[config.mk]
export PLATFORM = sky130hd
export DESIGN_NAME = accum_sched
export DESIGN_NICKNAME = d
export VERILOG_FILES = /design/src/rtl/accum_sched.sv
export SDC_FILE = /design/constraint.sdc
export NUM_CORES = 1
export LEC_CHECK = 0
export CAP_MARGIN = 20
export CORE_ASPECT_RATIO = 1.75
export CORE_MARGIN = 10
export CORE_UTILIZATION = 31
export DETAILED_ROUTE_END_ITERATION = 8
export GPL_TIMING_DRIVEN = 0
export PLACE_DENSITY_LB_ADDON = 0.05
export SLEW_MARGIN = 20
export SYNTH_ARGS = -nofsm -noshare
export SYNTH_HDL_FRONTEND = slang
export SYNTH_SLANG_ARGS = --single-unit
[constraint.sdc]
create_clock -name CLOCK -period 2.1 [get_ports CLOCK]
set_clock_uncertainty 0.15 [all_clocks]
set_input_delay 0.42 -clock CLOCK [delete_from_list [all_inputs] [get_ports CLOCK]]
set_output_delay 0.42 -clock CLOCK [all_outputs]
set_load 0.005 [all_outputs]
[src/rtl/accum_sched.sv]
// -----------------------------------------------------------------------------
// accum_sched
//   Multiplies x*y by repeated addition on an external accumulator register,
//   arbitrating between two requesters with round-robin on ties. One job runs
//   at a time: LOAD clears the accumulator, RUN adds the latched addend once
//   per remaining count, and DONE pulses completion for the granted requester.
//
// Ports
//   CLOCK    in   system clock, rising edge
//   RESETn   in   synchronous active-low reset
//   req      in   [1:0] level-sensitive job request, bit i = requester i
//   x0, x1   in   [4:0] addend per requester
//   y0, y1   in   [4:0] repeat count per requester
//   acc_sum  in   [9:0] current accumulator value
//   acc_clr  out  accumulator loads 0 at next edge
//   acc_en   out  accumulator adds acc_x at next edge
//   acc_x    out  [4:0] addend presented to the accumulator
//   gnt      out  [1:0] one-hot grant, held LOAD through DONE
//   busy     out  high whenever not IDLE
//   done     out  [1:0] one-cycle completion pulse for the granted requester
//   result   out  [9:0] last completed product, held until the next completion
// -----------------------------------------------------------------------------
module accum_sched (
  input  logic       CLOCK,
  input  logic       RESETn,
  input  logic [1:0] req,
  input  logic [4:0] x0,
  input  logic [4:0] x1,
  input  logic [4:0] y0,
  input  logic [4:0] y1,
  input  logic [9:0] acc_sum,
  output logic       acc_clr,
  output logic       acc_en,
  output logic [4:0] acc_x,
  output logic [1:0] gnt,
  output logic       busy,
  output logic [1:0] done,
  output logic [9:0] result
);

  typedef enum logic [1:0] {
    S_IDLE = 2'd0,
    S_LOAD = 2'd1,
    S_RUN  = 2'd2,
    S_DONE = 2'd3
  } state_t;

  state_t     state_q, state_d;
  logic [4:0] op_x_q, op_x_d;
  logic [4:0] cnt_q, cnt_d;
  logic       last_q, last_d;
  logic [1:0] gnt_q, gnt_d;
  logic [9:0] result_q, result_d;
  logic       sel;

  // NOTE: state registers use non-blocking assignments so every flop samples
  // the pre-edge values of the others, independent of statement order.
  always_ff @(posedge CLOCK) begin
    if (!RESETn) begin
      state_q  <= S_IDLE;
      op_x_q   <= '0;
      cnt_q    <= '0;
      last_q   <= 1'b1;  // requester 0 wins the first tie after reset
      gnt_q    <= '0;
      result_q <= '0;
    end else begin
      state_q  <= state_d;
      op_x_q   <= op_x_d;
      cnt_q    <= cnt_d;
      last_q   <= last_d;
      gnt_q    <= gnt_d;
      result_q <= result_d;
    end
  end

  // NOTE: every signal written here gets a default first, so no path through
  // the case statement can leave one unassigned and infer a latch.
  always_comb begin
    state_d  = state_q;
    op_x_d   = op_x_q;
    cnt_d    = cnt_q;
    last_d   = last_q;
    gnt_d    = gnt_q;
    result_d = result_q;
    sel      = 1'b0;

    unique case (state_q)
      S_IDLE: begin
        if (req != 2'b00) begin
          // A lone request wins outright; a tie goes to whoever was not
          // served last.
          sel     = (req == 2'b11) ? ~last_q : req[1];
          op_x_d  = sel ? x1 : x0;
          cnt_d   = sel ? y1 : y0;
          gnt_d   = sel ? 2'b10 : 2'b01;
          last_d  = sel;
          state_d = S_LOAD;
        end
      end
      S_LOAD: state_d = S_RUN;
      S_RUN: begin
        if (cnt_q != 5'd0) begin
          cnt_d = cnt_q - 5'd1;
        end else begin
          // All additions have landed, so acc_sum now holds x*y.
          result_d = acc_sum;
          state_d  = S_DONE;
        end
      end
      S_DONE: begin
        gnt_d   = 2'b00;
        state_d = S_IDLE;
      end
      default: state_d = S_IDLE;
    endcase
  end

  assign busy    = (state_q != S_IDLE);
  assign acc_clr = (state_q == S_LOAD);
  assign acc_en  = (state_q == S_RUN) && (cnt_q != 5'd0);
  assign acc_x   = busy ? op_x_q : 5'd0;
  assign gnt     = gnt_q;
  assign done    = (state_q == S_DONE) ? gnt_q : 2'b00;
  assign result  = result_q;

endmodule
# Word-level counts from Yosys, hierarchy flattened
# Index checks and enable logic that the tools add are counted.
# totals
reg_bits,25
latchBits,0
ramBits,0
rom_bits,0
in_bits,34
out_inout_bits,22
word_cells,42
n_memories,0
# op_classes
addsub,1
n_mul,0
div_mod_pow,0
order_cmp,0
eq_ne,7
n_shift,0
muxes,14
bitwise,2
reduce_logical,12
# ops
cell,count
$mux W5,5
$mux W2,5
$pmux W5 S2,1
$pmux W2 S4,1
$reduce_and A2 Y1,4
$reduce_bool A2 Y1,4
$eq A2 B2 Y1 const B,3
$ne A2 B2 Y1 const B,3
$reduce_bool A5 Y1,1
$sub A5 B1 Y5 const B,1
$pmux W2 S2,1
$reduce_and A3 Y1,1
$eq A2 B1 Y1 const B,1
$logic_not A2 Y1,1
$not A1 Y1,2
$logic_and A1 B1 Y1,1
$mux W1,1

# Longest topological paths before layout
# depth
word_depth,5
ltp_mapped,7
depth_no_buf,6

# Worst setup path before layout
# OpenSTA, ideal clock, no wires.
# synth_path
path_kind,register to output
startpoint,register cnt_q[0]
endpoint,output port acc_en
arrival_time_ns,1.104
required_ns,1.530
setup_slack_ns,0.426
stages_incl_launch_ff,6
cell_sequence,dfxtp_1 > inv_1 > ha_1 > nor4b_4 > buf_4 > nor2_1
# synth_between
elab_chain_len,2
# synth_rtl
element,line_no,rtl
start: declaration,50,"logic [4:0] cnt_q, cnt_d;"
start signal: assignment,69,cnt_q <= cnt_d;
$reduce_bool A5 Y1,120,assign acc_en = (state_q == S_RUN) && (cnt_q != 5'd0);
$logic_and A1 B1 Y1,120,
end: declaration,33,"output logic acc_en,"
# No other way between the ends.

# Worst setup path in the final report
# Ends and elaborated chain as after synthesis.

==> out/qor.txt <==
Initial Util - 32.14%
Via count - 1277
Syn_area_per_cell - 8.952 um2
Root Buffer - clkbuf_8
PortBufs - 54
Final Hold Fails - 0
Status - finished, final reports clean
Routed length per instance - 14.27 um
CP Launch Type - flop
Largest net degree at the start of global routing - 14
Crit-path max FO - 3
First DRT Iteration DRCs - 31
Initial antenna violation count - 0
Die W - 69.59 um
Synth unique cells - 38
Sequential Power Share - 31.8%
Ports - 56
H-tree Lvls - 1
Final hold slack - 0.3050 ns
Reg clk slew, reported paths - 0.09 ns
Worst-Skew Late Latency - 0.26 ns
Int Pwr - 1361 uW
Clk sinks - 25
PD cells - 1062 mW/mm2
Cells after Synth - 149
Synthesized cell area - 0.001334 mm2
Ys async rst share - 0%
TritonRoute pass-1 iters - 2
Die height - 106.8 um
Critical path capture point type - output pin
Slew @ Worst Pin - 0.5882 ns
Dpl cells - 252
Leakage power - 0.0008342 uW
Grt ovf - 0
Post-DP HPWL - 3027 um
Sequential element share of the synthesized area - 37.52%
Hold crit path type - flop to flop
Fin nets - 253
Last weighted congestion value of the routability-driven placer - 0.8274
Total CTS buffers - 3
Total GRT Usage - 9.598%
Post-synthesis register bit count - 25
P&R area growth vs syn - 53.00%
Post-synth EDFFs - 0
Core ar. - 0.004150 mm2
Fraction of layout cells with a size suffix above 1 - 12.68%
Commonest cells after routing, fill and taps aside - clkdlybuf4s50_1, nand2_1, dfxtp_1
P_sw - 805.4 uW
DRT antenna net count - 0
Count of pins over their slew limit - 0
Fin crit period - 2.027 ns
Commonest non-fill, non-tap cell in the layout - clkdlybuf4s50_1
Clock network fraction of total power - 13.2%
Final period util - 96.50%
# fillers - 410
Total Wirelength - 3738 um
Crit path arrival time - 1.46 ns
Crit Path Class - flop to output pin
Slew HR - 60.70%
Worst IR Drop VDD - 0.0007028 V
DRC errors left - 0
Switching fraction of total power - 37.17%
Syn. warnings - 0
Max-cap violations - 0
Clock buffer depth - 2
Fin Setup TNS - 0 ns
Vias per cell - 4.874
Final Non-Filler Cells - 262
Die Area - 0.007430 mm2
Net Count, Synth - 188
Top FF cell, synth - dfxtp_1
Std cell rows - 31
ANT cells - 0
Critical Path RT - 1.53 ns
Combinational power share - 55.0%
# setup viols final - 0
Max Fclk - 493.5 MHz
First-pass GRT wire length - 6127 um
Vias in the first global route - 1311
CTS tree - built
-- cells by family after synthesis --
group                    after synthesis  synth area share (%)
AO/OA/AOI/OAI                         34                 21.11
XOR/XNOR                               1                0.6568
adder cells (fa/ha/maj)                5                 4.690
buffers and inverters                 14                 4.878
flip-flops                            25                 37.52
multiplexers                          12                 9.381
AND/OR/NAND/NOR                       58                 21.76
-- final timing paths --
path         slack (ns)  depth (start not counted)                     end                   start
max                0.07                          6                  acc_en   cnt_q[0]$_SDFFE_PN0P_
min                0.31                          2  result[2]$_SDFFE_PN0P_  result[2]$_SDFFE_PN0P_
max reg2reg        0.23                          7   cnt_q[2]$_SDFFE_PN0P_   cnt_q[0]$_SDFFE_PN0P_
min reg2reg        0.31                          2  result[2]$_SDFFE_PN0P_  result[2]$_SDFFE_PN0P_
-- layout make-up --
cell class | count | area, um2 | share of cell area (%)
tap | 49 | 61.31 | 3.004
inverter | 6 | 25.02 | 1.226
buffer | 8 | 52.55 | 2.575
clock buffer | 4 | 45.04 | 2.207
timing repair buffer | 60 | 575.6 | 28.20
sequential | 25 | 505.5 | 24.77
multi-input combinational | 110 | 775.7 | 38.01
-- routing by layer --
layer / vias to the layer above / track usage (%) / wire length [um]
li1: 648 / - / -
met5: - / 0 / 0
met2: 39 / 17.65 / 1936
met4: 0 / 3.035 / 23
met1: 588 / 10.05 / 1529
met3: 2 / 2.955 / 249
-- cell usage after synthesis (2+ instances only) --
library cell / instances / area (um2)
a21boi_1: 9 / 67.56
mux2_1: 3 / 33.78
o21ai_0: 2 / 10.01
dfxtp_1: 25 / 500.5
nand2b_1: 2 / 12.51
nand3_1: 10 / 50.05
nand2_1: 26 / 97.59
inv_1: 6 / 22.52
a21boi_0: 2 / 15.01
nor2_1: 5 / 18.77
o211a_1: 5 / 50.05
o21ai_1: 2 / 10.01
o21a_1: 2 / 15.01
clkbuf_1: 5 / 18.77
o2111ai_1: 3 / 26.28
and2_1: 2 / 12.51
mux2i_1: 8 / 80.08
ha_1: 5 / 62.56
nor2b_1: 8 / 50.05
-- power by group through the flow --
stage	clock [uW]	combinational, uW	sequential (uW)
4_1_cts	302	1170	693
5_1_grt	318	1330	707
3_3_place_gp	0	1060	696
6_report	285	1190	689
2_1_floorplan	0	679	686
3_5_place_dp	0	1080	701
-- registers in the layout, summed over array words and instances (netlist names) --
name / flops
op_x_q: 5
last_q: 1
cnt_q: 5
state_q: 2
result: 10
gnt: 2
-- per-stage QoR --
| step | area, um2 | power, uW | utilization, % | setup slack [ns] |
|---|---|---|---|---|
| 6_report | 2041 | 2167 | 49.17 | 0.07347 |
| 5_1_grt | 2041 | 2356 | 49.17 | -0.002764 |
| 4_1_cts | 2018 | 2161 | 48.63 | 0.03862 |
| 3_5_place_dp | 1936 | 1776 | 46.64 | -0.1722 |
| 3_3_place_gp | 1936 | 1754 | 46.64 | -0.1682 |
| 2_1_floorplan | 1334 | 1365 | - | 0.4257 |
-- critical path: stages (launching register included) --
cell             delay (ns)
dfxtp_2                0.33
inv_1                  0.05
ha_2                   0.18
nor4b_4                0.25
buf_6                  0.14
nor2_1                 0.03
clkdlybuf4s15_1        0.20
-- timing repair --
item                                    4_1_cts  5_1_grt
endpoints found under the setup margin        9        1
pin swaps                                     1        1
hold buffers                                  0        0
gates resized for setup                      22        0
setup buffers                                 3        3
No activity file was read; power rests on OpenSTA's default activity.
